File: config.mk
export PLATFORM = sky130hd
export DESIGN_NAME = puf_measure_ctrl_flat
export DESIGN_NICKNAME = d
export VERILOG_FILES = /design/src/rtl/puf_pkg.sv /design/src/rtl/puf_measure_ctrl_if.sv /design/src/rtl/puf_window_timer.sv /design/src/rtl/puf_measure_ctrl.sv /design/src/flat_wrapper.sv
export SDC_FILE = /design/constraint.sdc
export NUM_CORES = 1
export LEC_CHECK = 0
export BUFFER_PORTS_ARGS = -buffer_cell sky130_fd_sc_hd__buf_2
export CORE_UTILIZATION = 51
export DETAILED_ROUTE_END_ITERATION = 10
export PLACE_DENSITY = 0.85
export SLEW_MARGIN = 10
export SYNTH_ARGS = -nofsm -noshare
export SYNTH_HDL_FRONTEND = slang
export SYNTH_SLANG_ARGS = --single-unit
File: constraint.sdc
create_clock -name clk -period 1.8 [get_ports clk]
set_input_delay 0.27 -clock clk [delete_from_list [all_inputs] [get_ports clk]]
set_output_delay 0.27 -clock clk [all_outputs]
set_load 0.05 [all_outputs]
File: src/rtl/puf_pkg.sv
// Shared types and constants for the PUF measurement sequencer.
package puf_pkg;

    // Sequencer states: one bit is measured per CLEAR..SAMPLE loop.
    typedef enum logic [2:0] {
        ST_IDLE,
        ST_CLEAR,
        ST_RUN,
        ST_SETTLE,
        ST_SAMPLE,
        ST_DONE
    } puf_state_t;

    localparam int CLEAR_CYCLES          = 2;
    localparam int DEF_WIN_CYCLES        = 64;
    localparam int DEF_SETTLE_CYCLES     = 4;
    localparam int DEF_NBITS             = 8;

    localparam int CHAL_W                = 5;   // challenge select width
    localparam int CNT_W                 = 8;   // ring-oscillator count width
    localparam int RESP_W                = 8;   // response word width
    localparam int TIE_W                 = 4;   // saturating tie counter width
    localparam int K_W                   = 3;   // bit index width

    // Largest of three durations; sizes the shared window timer.
    function automatic int max3(input int a, input int b, input int c);
        int m;
        m = (a > b) ? a : b;
        return (m > c) ? m : c;
    endfunction

endpackage

File: src/rtl/puf_measure_ctrl_if.sv
// Request/response side of the measurement sequencer.
interface puf_measure_ctrl_if;
    import puf_pkg::*;

    logic              start;
    logic [CHAL_W-1:0] chal_base;
    logic              busy;
    logic              resp_valid;
    logic              resp_ready;
    logic [RESP_W-1:0] resp;
    logic [TIE_W-1:0]  tie_cnt;

    // Requester / response consumer
    modport master (
        output start, chal_base, resp_ready,
        input  busy, resp_valid, resp, tie_cnt
    );

    // Sequencer
    modport slave (
        input  start, chal_base, resp_ready,
        output busy, resp_valid, resp, tie_cnt
    );
endinterface

File: src/rtl/puf_window_timer.sv
// Loadable down-counter shared by the CLEAR, RUN and SETTLE phases.
// Loading N makes done assert during the Nth cycle after the load edge,
// so a state that loads N on entry and leaves on done lasts N cycles.
module puf_window_timer #(
    parameter int CNT_BITS = 7
) (
    input  logic                clk,
    input  logic                rst_n,
    input  logic                load,
    input  logic [CNT_BITS-1:0] load_val,
    output logic                done
);

    logic [CNT_BITS-1:0] cnt_reg;

    // Load on request, otherwise count down and park at zero.
    always_ff @(posedge clk or negedge rst_n) begin
        if (!rst_n) begin
            cnt_reg <= '0;
        end else if (load) begin
            cnt_reg <= load_val;
        end else if (cnt_reg != '0) begin
            cnt_reg <= cnt_reg - CNT_BITS'(1);
        end
    end

    assign done = (cnt_reg == CNT_BITS'(1));

endmodule

File: src/rtl/puf_measure_ctrl.sv
// Measurement sequencer for a dual ring-oscillator PUF. For each of NBITS
// consecutive challenges it clears the counters, runs the oscillators for
// a timed window, lets the counts settle, samples them and records one
// response bit (cnt_a > cnt_b). The finished word is offered on a
// valid/ready handshake. All outputs come straight from flops.
module puf_measure_ctrl
    import puf_pkg::*;
#(
    parameter int WIN_CYCLES    = DEF_WIN_CYCLES,
    parameter int SETTLE_CYCLES = DEF_SETTLE_CYCLES,
    parameter int NBITS         = DEF_NBITS
) (
    input  logic               clk,
    input  logic               rst_n,
    puf_measure_ctrl_if.slave  ctl,
    output logic [CHAL_W-1:0]  sel,
    output logic               osc_en,
    output logic               cnt_clr,
    input  logic [CNT_W-1:0]   cnt_a,
    input  logic [CNT_W-1:0]   cnt_b
);

    localparam int TMR_MAX = max3(WIN_CYCLES, SETTLE_CYCLES, CLEAR_CYCLES);
    localparam int TMR_W   = $clog2(TMR_MAX + 1);

    localparam logic [TMR_W-1:0] CLR_LOAD = TMR_W'(CLEAR_CYCLES);
    localparam logic [TMR_W-1:0] WIN_LOAD = TMR_W'(WIN_CYCLES);
    localparam logic [TMR_W-1:0] STL_LOAD = TMR_W'(SETTLE_CYCLES);
    localparam logic [K_W-1:0]   LAST_K   = K_W'(NBITS - 1);

    puf_state_t          state_reg, state_next;
    logic [CHAL_W-1:0]   chal_reg;
    logic [K_W-1:0]      k_reg;
    logic [RESP_W-1:0]   resp_reg;
    logic [TIE_W-1:0]    tie_reg;
    logic [CNT_W-1:0]    cnt_a_reg, cnt_b_reg;
    logic [CHAL_W-1:0]   sel_reg, sel_next;
    logic                osc_en_reg, cnt_clr_reg, busy_reg, valid_reg;

    logic                timer_load;
    logic [TMR_W-1:0]    timer_val;
    logic                timer_done;

    logic [RESP_W-1:0]   bit_sel;
    logic                a_gt_b, a_eq_b;
    logic                start_acc;

    puf_window_timer #(
        .CNT_BITS (TMR_W)
    ) u_timer (
        .clk      (clk),
        .rst_n    (rst_n),
        .load     (timer_load),
        .load_val (timer_val),
        .done     (timer_done)
    );

    assign start_acc = (state_reg == ST_IDLE) && ctl.start;
    assign a_gt_b    = (cnt_a_reg > cnt_b_reg);
    assign a_eq_b    = (cnt_a_reg == cnt_b_reg);

    // One-hot lane for the current bit; lanes at or above NBITS never set.
    genvar gi;
    generate
        for (gi = 0; gi < RESP_W; gi++) begin : g_bit_sel
            if (gi < NBITS) begin : g_live
                assign bit_sel[gi] = (k_reg == K_W'(gi));
            end else begin : g_dead
                assign bit_sel[gi] = 1'b0;
            end
        end
    endgenerate

    // Next-state logic and timer reload on entry to each timed phase.
    always_comb begin
        state_next = state_reg;
        timer_load = 1'b0;
        timer_val  = '0;
        case (state_reg)
            ST_IDLE: begin
                if (ctl.start) begin
                    state_next = ST_CLEAR;
                    timer_load = 1'b1;
                    timer_val  = CLR_LOAD;
                end
            end
            ST_CLEAR: begin
                if (timer_done) begin
                    state_next = ST_RUN;
                    timer_load = 1'b1;
                    timer_val  = WIN_LOAD;
                end
            end
            ST_RUN: begin
                if (timer_done) begin
                    state_next = ST_SETTLE;
                    timer_load = 1'b1;
                    timer_val  = STL_LOAD;
                end
            end
            ST_SETTLE: begin
                if (timer_done) begin
                    state_next = ST_SAMPLE;
                end
            end
            ST_SAMPLE: begin
                if (k_reg == LAST_K) begin
                    state_next = ST_DONE;
                end else begin
                    state_next = ST_CLEAR;
                    timer_load = 1'b1;
                    timer_val  = CLR_LOAD;
                end
            end
            ST_DONE: begin
                if (ctl.resp_ready) begin
                    state_next = ST_IDLE;
                end
            end
            default: begin
                state_next = ST_IDLE;
            end
        endcase
    end

    // Challenge for the bit about to start: base on a new request, else base+k+1.
    always_comb begin
        sel_next = sel_reg;
        if (start_acc) begin
            sel_next = ctl.chal_base;
        end else if (state_reg == ST_SAMPLE && state_next == ST_CLEAR) begin
            sel_next = chal_reg + CHAL_W'(k_reg) + CHAL_W'(1);
        end
    end

    // State register.
    always_ff @(posedge clk or negedge rst_n) begin
        if (!rst_n) begin
            state_reg <= ST_IDLE;
        end else begin
            state_reg <= state_next;
        end
    end

    // Request latch, count capture and response/tie accumulation.
    always_ff @(posedge clk or negedge rst_n) begin
        if (!rst_n) begin
            chal_reg  <= '0;
            k_reg     <= '0;
            resp_reg  <= '0;
            tie_reg   <= '0;
            cnt_a_reg <= '0;
            cnt_b_reg <= '0;
        end else begin
            if (start_acc) begin
                chal_reg <= ctl.chal_base;
                k_reg    <= '0;
                resp_reg <= '0;
                tie_reg  <= '0;
            end
            // Counts are frozen by the end of SETTLE; capture on the way into SAMPLE.
            if (state_reg == ST_SETTLE && state_next == ST_SAMPLE) begin
                cnt_a_reg <= cnt_a;
                cnt_b_reg <= cnt_b;
            end
            if (state_reg == ST_SAMPLE) begin
                resp_reg <= resp_reg | (bit_sel & {RESP_W{a_gt_b}});
                if (a_eq_b && (tie_reg != {TIE_W{1'b1}})) begin
                    tie_reg <= tie_reg + TIE_W'(1);
                end
                if (state_next == ST_CLEAR) begin
                    k_reg <= k_reg + K_W'(1);
                end
            end
        end
    end

    // Registered outputs decoded from the upcoming state.
    always_ff @(posedge clk or negedge rst_n) begin
        if (!rst_n) begin
            sel_reg     <= '0;
            osc_en_reg  <= 1'b0;
            cnt_clr_reg <= 1'b0;
            busy_reg    <= 1'b0;
            valid_reg   <= 1'b0;
        end else begin
            sel_reg     <= sel_next;
            osc_en_reg  <= (state_next == ST_RUN);
            cnt_clr_reg <= (state_next == ST_CLEAR);
            busy_reg    <= (state_next != ST_IDLE);
            valid_reg   <= (state_next == ST_DONE);
        end
    end

    assign sel            = sel_reg;
    assign osc_en         = osc_en_reg;
    assign cnt_clr        = cnt_clr_reg;
    assign ctl.busy       = busy_reg;
    assign ctl.resp_valid = valid_reg;
    assign ctl.resp       = resp_reg;
    assign ctl.tie_cnt    = tie_reg;

endmodule

File: src/flat_wrapper.sv
// flat-port wrapper written by rule: the top's interface ports become plain ports
module puf_measure_ctrl_flat import puf_pkg::*;
#(
    parameter int WIN_CYCLES    = DEF_WIN_CYCLES,
    parameter int SETTLE_CYCLES = DEF_SETTLE_CYCLES,
    parameter int NBITS         = DEF_NBITS
)
  (clk, rst_n, sel, osc_en, cnt_clr, cnt_a, cnt_b, ctl_start, ctl_chal_base, ctl_resp_ready, ctl_busy, ctl_resp_valid, ctl_resp, ctl_tie_cnt);
  puf_measure_ctrl_if ctl_i ();
  input  logic clk;
  input  logic rst_n;
  output logic [CHAL_W-1:0] sel;
  output logic osc_en;
  output logic cnt_clr;
  input  logic [CNT_W-1:0] cnt_a;
  input  logic [CNT_W-1:0] cnt_b;
  input wire logic [$bits(ctl_i.start)-1:0] ctl_start;
  input wire logic [$bits(ctl_i.chal_base)-1:0] ctl_chal_base;
  input wire logic [$bits(ctl_i.resp_ready)-1:0] ctl_resp_ready;
  output wire logic [$bits(ctl_i.busy)-1:0] ctl_busy;
  output wire logic [$bits(ctl_i.resp_valid)-1:0] ctl_resp_valid;
  output wire logic [$bits(ctl_i.resp)-1:0] ctl_resp;
  output wire logic [$bits(ctl_i.tie_cnt)-1:0] ctl_tie_cnt;
  assign ctl_i.start = ctl_start;
  assign ctl_i.chal_base = ctl_chal_base;
  assign ctl_i.resp_ready = ctl_resp_ready;
  assign ctl_busy = ctl_i.busy;
  assign ctl_resp_valid = ctl_i.resp_valid;
  assign ctl_resp = ctl_i.resp;
  assign ctl_tie_cnt = ctl_i.tie_cnt;
  puf_measure_ctrl #(.WIN_CYCLES(WIN_CYCLES), .SETTLE_CYCLES(SETTLE_CYCLES), .NBITS(NBITS)) u_core (.clk(clk), .rst_n(rst_n), .ctl(ctl_i), .sel(sel), .osc_en(osc_en), .cnt_clr(cnt_clr), .cnt_a(cnt_a), .cnt_b(cnt_b));
endmodule
==> results.toml <==
[critical_path]
r2r_slack_ns = 0.03
worst_setup_path_end_kind = "register"
worstPathMaxFanout = 4
path_class = "reg2reg"
crit_arrival_ns = 1.96
cp.required_ns = 2.00
cp-start-kind = "register"

[synthesis]
yosysUniqueCellTypes = 44
synth_area_leader_cell = "dfrtp_1"
async_flop_share = 1.000
yosys_warnings = 0
netlist_area_um2 = 2820
synth_top_area_frac = 0.4880
yosys-top-cells-area = "dfrtp_1 49%, ha_1 9.3%, nand2_1 5.3%, o21ai_0 3.5%, mux2_2 3.2%"
synth_edf_count = 0
synthFlopType = "dfrtp_1"
syn_nets = 319
seq_area_frac_synth = 0.4880
avgSynthCellArea_um2 = 10.37
ys_seq_elements = 55
synthCells = 272

[layout]
fillers = 398
areaGrowthSynthToFinish_pct = 20.98
drive_gt1_frac = 0.2988
final_cells = 408
fin_nets = 384
antennaDiodeCount = 0

[clocking]
clk_root_buffer_cell = "clkbuf_8"
h-tree-depth = 2
cts.sinks = 55
clk_latency_ns = 0.31
clkTransAtPathRegs_ns = 0.09
cts_tree = "yes"
cts_buffers = 5
cts.path.max_buffers = 2

[drt]
vias = 2165
wl_per_cell_um = 14.36
viasPerCell = 5.306
firstDrtPassIters = 4
detail-route-antenna-nets = 0
wl_um = 5860
drt_first_iter_violations = 106
drc_errors = 0

[status]
status = "finished, final reports clean"

[pwr]
vdd_drop_max_uv = 967.6
p_leak_uw = 0.001749
power.density_nw_per_um2 = 1496

[floorplanning]
die_h_um = 76.36
initial_utilization = 0.5418
core_area_um2 = 5205
dieArea_um2 = 5831
fp-row-count = 26
ios = 46
die_w_um = 76.36

[sta]
worstMarginPinSlew_ns = 0.5315
final-hold-violation-count = 0
finalClockSkew_ns = 0.005898
relSlewSlack = 0.6457
maxSlewViolCount = 0
timing.final.ws_setup_ns = 0.03346
fin_crit_sh = 0.9814
period_needed_ns = 1.767
finalSetupViolCount = 0
fmax_ghz = 0.5661

[global_routing]
antenna_found_initial = 0
grt_pass1_wl_um = 10180
gr-total-overflow = 0
grt_usage = 0.2179
grt_max_degree = 26
grt_pass1_vias = 2188

[place]
port_buffers = 45
dp_hpwl_um = 4421
pre_cts_slack_ns = -0.09577
dp_cells = 397
place_congestion = 0.8246

[run]
maxCapViolCount = 0

[hold_path]
hp-class = "in2reg"
## where the power goes
| part | internal (µW) | switching [µW] | total (µW) |
|---|---|---|---|
| Clock | 352 | 372 | 724 |
| Combinational | 957 | 1450 | 2410 |
| Sequential | 1660 | 308 | 1970 |
| Total | 2970 | 2130 | 5100 |
## final cells by class
class | instances | area [µm²] | share of cell area
sequential | 55 | 1376 | 0.4034
tap | 70 | 87.58 | 0.02567
clock buffer | 8 | 100.1 | 0.02934
inverter | 20 | 75.07 | 0.02200
multi-input combinational | 188 | 1380 | 0.4045
timing repair buffer | 67 | 392.9 | 0.1151
## metrics by stage
stage	power [µW]	util	hold WS, ns	setup TNS, ns	cell area [µm²]
after floorplan	3666	-	-0.02559	0	2820
after detailed placement	4303	0.6212	0.2810	-0.5364	3233
after CTS	5053	0.6447	0.1543	0	3356
after global placement	4180	0.6212	0.2761	0	3233
final	5103	0.6555	0.1611	0	3412
after global routing	5514	0.6555	0.1672	-0.1131	3412
## critical path: stages, from the launching register on
cell and delay (ns):
dfrtp_1 0.42, ha_4 0.29, nand4_1 0.12, nor2_1 0.23
and3_2 0.27, a211oi_1 0.09, a31o_2 0.23
## synth_stat cells, types with 3 or more instances
| library cell | n |
|---|---|
| nand3b_1 | 6 |
| nand2_1 | 40 |
| inv_1 | 20 |
| ha_1 | 21 |
| mux2_2 | 8 |
| dfrtp_1 | 55 |
| buf_2 | 4 |
| nand3_1 | 6 |
| nor2_1 | 14 |
| o21a_1 | 3 |
| a22o_1 | 8 |
| a21oi_1 | 13 |
| nand4_1 | 4 |
| mux2i_1 | 5 |
| and2_1 | 3 |
| o21ai_0 | 20 |
| xor2_1 | 3 |
| xnor2_1 | 4 |
## final timing paths
kind / endpoint / start / depth (start not counted)
min in group asynchronous: u_core.state_reg[1] / rst_n / 2
hold reg to reg: u_core.chal_reg[2] / u_core.chal_reg[2] / 2
hold / removal: u_core.cnt_b_reg[4] / cnt_b[4] / 3
setup reg to reg: u_core.ctl.tie_cnt[2] / u_core.cnt_a_reg[3] / 6
max in group asynchronous: u_core.sel[3] / rst_n / 3
setup / recovery: u_core.ctl.tie_cnt[2] / u_core.cnt_a_reg[3] / 6
## cells in the final DEF (no fill, tap or decap), drive strengths merged, types with 4 or more instances in the layout
cell,count
nand4,4
buf,66
nor2,15
mux2,8
nand3b,6
inv,20
a22o,8
a21oi,13
mux2i,5
xnor2,4
nand2,40
o21ai,20
clkbuf,8
nand3,6
ha,21
dfrtp,55
## metal layers
layer  track usage  share of wire  up-vias
met4       0.06923          0.020        0
met3       0.03473          0.027       11
met5             0              0        -
met1        0.2715           0.43     1055
met2        0.3856           0.52       36
li1              -              -     1063
## kinds of logic (layout without fill, tap and decap cells)
group                      after synthesis  in the layout  synth area share
and+or+nand+nor                         89             89            0.1633
DFF                                     55             55            0.4880
AOI/OAI and AO/OA                       57             57            0.1353
adders and majority gates               22             22            0.1003
buffers and inverters                   29             95           0.04171
muxes                                   13             13           0.04969
xor gates and xnor gates                 7              7           0.02174
## what timing repair did
action                                  in CTS  in global routing
endpoints found under the setup margin       7                 23
resized for setup                            2                 11
buffers inserted                             1                  1
cloned                                       0                  0
pin swaps                                    2                  4
hold buffers                                 1                  0
endpoints found under the hold margin       22                  0
Power figures use the tool's default switching activity.
